File: src/rtl/regwrite_arbiter.sv
// rtl/regwrite_arbiter.sv - round-robin writeback arbiter with register busy scoreboard
module regwrite_arbiter (
  input  logic        CLK,
  input  logic        RESET_N,
  input  logic        A_Valid,
  input  logic [4:0]  A_Reg,
  input  logic [31:0] A_Data,
  output logic        A_Ready,
  input  logic        B_Valid,
  input  logic [4:0]  B_Reg,
  input  logic [31:0] B_Data,
  output logic        B_Ready,
  input  logic        Issue_Valid,
  input  logic [4:0]  Issue_Reg,
  input  logic [4:0]  Query_rs,
  input  logic [4:0]  Query_rt,
  output logic        Rs_Busy,
  output logic        Rt_Busy,
  output logic [31:0] Busy_Vector,
  output logic        RegWrite,
  output logic [4:0]  Write_register,
  output logic [31:0] Write_Data
);

  // r_prio_b high means B wins the next contended cycle
  logic        r_prio_b;
  logic [31:0] r_busy;
  logic        r_regwrite;
  logic [4:0]  r_write_register;
  logic [31:0] r_write_data;

  logic        w_contend;
  logic        w_a_grant;
  logic        w_b_grant;
  logic        w_transfer;
  logic [4:0]  w_win_reg;
  logic [31:0] w_win_data;
  logic [31:0] w_busy_next;

  // Grants depend only on the two valids and the priority pointer
  always_comb begin
    w_contend  = A_Valid & B_Valid;
    w_a_grant  = A_Valid & (~B_Valid | ~r_prio_b);
    w_b_grant  = B_Valid & (~A_Valid | r_prio_b);
    w_transfer = w_a_grant | w_b_grant;
    w_win_reg  = w_b_grant ? B_Reg  : A_Reg;
    w_win_data = w_b_grant ? B_Data : A_Data;
  end

  // Scoreboard next state: clear the landing write first so a same-edge reissue keeps the bit set
  always_comb begin
    w_busy_next = r_busy;
    if (r_regwrite) begin
      w_busy_next[r_write_register] = 1'b0;
    end
    if (Issue_Valid && (Issue_Reg != 5'd0)) begin
      w_busy_next[Issue_Reg] = 1'b1;
    end
    w_busy_next[0] = 1'b0;
  end

  // Priority pointer hands the next contended cycle to the loser of this one
  always_ff @(posedge CLK or negedge RESET_N) begin
    if (!RESET_N) begin
      r_prio_b <= 1'b1;
    end else if (w_contend) begin
      r_prio_b <= ~r_prio_b;
    end
  end

  // Write stage: capture the winner; register 0 completes the handshake without a write enable
  always_ff @(posedge CLK or negedge RESET_N) begin
    if (!RESET_N) begin
      r_regwrite       <= 1'b0;
      r_write_register <= 5'd0;
      r_write_data     <= 32'd0;
    end else if (w_transfer) begin
      r_regwrite       <= (w_win_reg != 5'd0);
      r_write_register <= w_win_reg;
      r_write_data     <= w_win_data;
    end else begin
      r_regwrite       <= 1'b0;
    end
  end

  // Busy scoreboard register
  always_ff @(posedge CLK or negedge RESET_N) begin
    if (!RESET_N) begin
      r_busy <= 32'd0;
    end else begin
      r_busy <= w_busy_next;
    end
  end

  assign A_Ready        = w_a_grant;
  assign B_Ready        = w_b_grant;
  assign Rs_Busy        = r_busy[Query_rs];
  assign Rt_Busy        = r_busy[Query_rt];
  assign Busy_Vector    = r_busy;
  assign RegWrite       = r_regwrite;
  assign Write_register = r_write_register;
  assign Write_Data     = r_write_data;

endmodule

File: config.mk
export PLATFORM = sky130hd
export DESIGN_NAME = regwrite_arbiter
export DESIGN_NICKNAME = d
export VERILOG_FILES = /design/src/rtl/regwrite_arbiter.sv
export SDC_FILE = /design/constraint.sdc
export NUM_CORES = 1
export LEC_CHECK = 0
export CORE_ASPECT_RATIO = 0.8
export CORE_UTILIZATION = 40
export CTS_BUF_LIST = sky130_fd_sc_hd__clkbuf_8 sky130_fd_sc_hd__clkbuf_16
export DETAILED_ROUTE_END_ITERATION = 6
export HOLD_SLACK_MARGIN = 0.15
export PLACE_DENSITY = 0.86
export RECOVER_POWER = 50
export SLEW_MARGIN = 0
export SYNTH_ARGS = -nofsm -noshare
export SYNTH_HDL_FRONTEND = slang
export SYNTH_SLANG_ARGS = --single-unit
File: constraint.sdc
create_clock -name CLK -period 3.7 [get_ports CLK]
set_input_delay 0.37 -clock CLK [delete_from_list [all_inputs] [get_ports CLK]]
set_output_delay 0.37 -clock CLK [all_outputs]
set_load 0.02 [all_outputs]
* Yosys cells after proc, flatten, opt, wreduce, memory -nomap -nowiden *
Index checks and enable logic that the tools add are counted.

operators by class
  order comparisons = 6
  bitwise operators = 12
  mux-type cells = 13
  reduce and logical (&&, ||, !) cells = 5

operators with widths
  kind                                                                                 count
  32-bit two-way mux                                                                   3
  32-bit bitwise AND                                                                   1
  32-bit NOT                                                                           1
  32-bit OR                                                                            1
  5-bit by 6-bit < comparator with 1-bit output, second input constant                 4
  1-bit binary-select mux with 5-bit select                                            2
  1-bit demux with 5-bit select                                                        2
  5-bit by 1-bit greater-or-equal comparator with 1-bit output, second input constant  2
  5-bit nonzero test                                                                   2
  1-bit two-way mux                                                                    5
  5-bit two-way mux                                                                    1
  1-bit bitwise AND                                                                    3
  1-bit logical AND                                                                    3
  1-bit NOT                                                                            3
  1-bit OR                                                                             3

storage, ports and cells
  output and inout port bits = 74
  input bits = 94
  word-level logic and storage cells = 41
  flip-flop bits (word level) = 70

* Longest topological paths before layout *
  depth in word-level cells = 9
  gate-level depth with buffers = 7
  depth with buffers taken out = 4

* Worst setup path before layout *
OpenSTA, ideal clock, no wires.

  kind = input port to output port
  start point = input port Query_rs[1]
  end point = output port Rs_Busy
  cell stages on the path = 5
  path buffers = 1
  path slack = 1.812 ns
  arrival time = 1.518 ns
  data required time = 3.330 ns
  cells stage by stage = buf_2 > mux4_2 > nand2b_1 > o2111ai_1 > nand4_1

on the way
  word-level cells in the longest chain between the ends = 2

ends and longest elaborated chain
  item                                       RTL line  source
  start, declared                            15        input logic [4:0] Query_rs,
  1-bit binary-select mux with 5-bit select  97        assign Rs_Busy = r_busy[Query_rs];
  1-bit two-way mux (implied by the code)    97
  end, declared                              17        output logic Rs_Busy,

No other way between the ends. The select of a mux whose other input is x is not followed.

* Worst setup path in the final report *
Same ends and word-level chain as after synthesis.

==> results by group <==
Critical path
  – Largest driver fanout on the critical path: 10
  – Arrival time at the worst endpoint: 2.57 ns
  – FF-to-FF Start: r_prio_b
  – Largest stage delay, worst path: 0.72 ns
  – Series of cell instances along the critical path: clkdlybuf4s50_1, mux4_2, nand2b_1, o2111ai_1, nand4_1, clkdlybuf4s50_1
  – Endpoint of the most critical setup path: Rs_Busy
  – CP max-delay cell: clkdlybuf4s50_1
  – Classification of the worst setup path: in2out
  – Slack of the worst reg-to-reg path: 1.93 ns
  – Worst flop-to-flop path endpoint: Write_register[2]
  – Beginning of the critical path: Query_rs[1]
  – Required @ worst endpoint: between 3 and 4 ns
  – Category of the worst setup path launch point: primary input
  – Logic depth of the worst register-to-register path: 5
  – CP most frequent cell: clkdlybuf4s50_1
  – Endpoint class of the critical path: output port

Route
  – Wire length reported by the detailed router: 12600 um
  – Starting DRT DRC Count: 215
  – Number of nets with antenna violations after detailed routing: 0
  – Average detailed-routed wire length per instance: 17.1 um
  – Via-per-instance ratio: 5.58
  – Count of TritonRoute iterations in the first routing pass: 5
  – Number of DRC violations after detailed routing: 0
  – Total number of vias: 4111

Logic synthesis
  – Yosys top cell area share: 43.5%
  – Sequential-to-total area share from yosys stat: between 40% and 50%
  – List of most frequent post-synthesis cells: dfrtp_1, o21ai_0, mux2i_1
  – Number of synthesis warnings: 0
  – FFs w/ async S/R, synth: 100%
  – Biggest area consumer among synthesized cells: dfrtp_1
  – Cells taking the most area after synthesis: dfrtp_1, mux2i_1, o21ai_0
  – Synth Net Count: 538
  – Top FF cell, synth: dfrtp_1
  – EDFF count, synth: 0
  – Most frequent cell after synthesis: dfrtp_1
  – Post-synthesis cell type count: 27
  – Mapped cell area: 3970 sq um
  – Synthesized netlist cell count: 444
  – Seq cells post-synth: 70
  – Avg Cell Area, Syn: 8.95 sq um

Finish
  – Number of fillers in the final layout: slightly below 800
  – Post-synthesis to final-layout area growth: 51.6%
  – Register cell area after layout: around 1800 sq um
  – Fin util: roughly 62%
  – Layout cell share with drive strength beyond 1: approximately 5.5%
  – Count of inserted antenna diode cells: 0
  – Final net count: 690
  – Area used by multi-input combinational logic: 2070 sq um

Global route
  – Pin count of the biggest net entering global routing: 66
  – Number of global-route vias before repair: 4161
  – First-pass GRT wire length: 20400 um
  – GR met3 Demand/Resource: around 7%
  – Total gr overflow: 0
  – GR Util All Layers: around a quarter
  – Number of antenna violations at the first check in global routing: 0
  – Global routing's busiest layer: met2
  – Global-route met1 utilization: 30.4%
  – Met2 layer usage reported by global route: 42.8%

Clocking
  – CTS tree: built
  – Clock tree root driver cell: clkbuf_16
  – Longest Clk Path Bufs: 2
  – Post-CTS resize count: 0
  – Number of setup buffers added after CTS: 0
  – H-tree levels: 3
  – Source-to-sink clock delay at the later pin of the worst-skew pair: about 0.33 ns
  – CTS clock-pin slew for the worst setup and hold paths: 0.06 ns
  – Count of clock tree sinks: 70
  – Cts bufs inserted: 9

Outcome
  – Result of the run: finished with violations
  – Violated checks: max-capacitance violations, max-slew violations

Floorplanning
  – Core region area: 9650 sq um
  – Chip Height: 91.2 um
  – Number of top-level design ports: approximately 170
  – X dimension of the die: around 110 um
  – Number of rows created at floorplan: 32
  – Floorplan die area: ~10000 sq um
  – Effective utilization at floorplan: between 40 and 50%

Power and ir drop
  – Overall Power: 4050 uW
  – Static Leakage: between 0.002 and 0.003 uW
  – Pwr Density: 673 nW/um^2
  – Worst IR Drop VDD: approximately 0.00025 V

STA
  – Actual transition at the worst max-transition pin: roughly 1.6 ns
  – Slew margin rel.: -7.20%
  – Final worst slack: between 0.7 and 0.8 ns
  – Worst hold slack across all endpoints: ~0.59 ns
  – Post-layout min period: 2.94 ns
  – # setup viols final: 0
  – Clk_skew: 0.00651 ns
  – Final TNS setup: 0 ns
  – Part of the cycle the worst path needs: 79.3%
  – Unrepaired setup endpoints after global routing: no
  – Number of slew-limit violations in the final report: 95
  – Max Fclk: roughly 340 MHz
  – Endpoints failing hold: 0

Worst hold path
  – Hold Path Class: reg2reg

Place
  – Routability congestion estimate: 0.869
  – Final HPWL DP: 9200 um
  – Buffers added on ports: 166
  – DP Worst Slack: 0.769 ns

Job
  – Maximum Capacitance Violations: 2
-- how the worst min path moves through the flow --
stage                               start              end  slack, ns  cells past startpoint
after floorplan                   RESET_N  Busy_Vector[10]       0.07                      0
after global placement            RESET_N    Write_Data[1]       0.43                      1
after detailed placement          RESET_N    Write_Data[1]       0.44                      1
after CTS                 Busy_Vector[18]  Busy_Vector[18]       0.59                      2
after global routing      Busy_Vector[16]  Busy_Vector[16]       0.62                      2
final                     Busy_Vector[16]  Busy_Vector[16]       0.59                      2
-- layout by cell type (no fill, tap or decap), types with 4 or more instances in the layout --
master and n:
buf_4 4, nand3_1 44, o21ai_0 65, nand3b_1 10, a22oi_1 4, nand2b_1 4, a21oi_1 43, nand2_1 39
nor2_1 46, clkbuf_16 9, mux2i_1 55, inv_1 4, or3b_2 4, mux4_2 6, dlygate4sd3_1 28, clkdlybuf4s50_1 137
dfrtp_1 69, nor2b_1 4
-- per-stage QoR --
step                cell area [sq um]  instances
CTS                              6030        737
finish                           6030        737
floorplan                        3970        444
detailed placement               5700        720
global route                     6030        737
global placement                 5700        720
-- worst max-delay path, delay by kind of cell --
family                 cells  cell delay [ns]
buffers and inverters      2             1.27
muxes                      1             0.55
and+or+nand+nor            2             0.25
AOI/OAI and AO/OA          1             0.12
-- layer usage --
| layer | wire length, um | share of wire (%) | up-vias |
|---|---|---|---|
| met5 | 0 | 0 | - |
| met4 | 293 | 2.3 | 0 |
| met3 | 1200 | 9.5 | 26 |
| met2 | 6020 | 48 | 239 |
| met1 | 5110 | 41 | 1948 |
| li1 | - | - | 1898 |
-- cell type report --
type                            count  share of cell area [%]
Clock inverter                      7                    1.60
Sequential cell                    70                    29.1
Timing Repair Buffer              172                    28.1
Inverter                            4                   0.249
Multi-Input combinational cell    339                    34.4
Clock buffer                        9                    3.74
Tap cell                          136                    2.82
-- registers in the layout, indices dropped and copies added (netlist names) --
name,cells
r_prio_b,1
Busy_Vector,31
RegWrite,1
Write_Data,32
Write_register,5
-- power breakdown --
group	internal [uW]	switching, uW	leakage [uW]
clock	592	333	0.000160
sequential	1040	326	0.000802
combinational	839	921	0.00156
-- cells by family after synthesis --
| kind of cell | after synthesis | synth area share [%] |
|---|---|---|
| simple gates | 157 | 18.6 |
| compound gates | 119 | 15.7 |
| flops | 70 | 44.1 |
| mux | 61 | 17.3 |
| buf+inv | 35 | 4.03 |
| xor+xnor | 1 | 0.220 |
| other cells | 1 | 0.0944 |
-- timing repair --
item | in CTS | in global routing
hold endpoints to repair | 27 | 0
hold buffers | 1 | 0
endpoints found under the setup margin | 0 | 0
(Power assumes the default switching activity.)
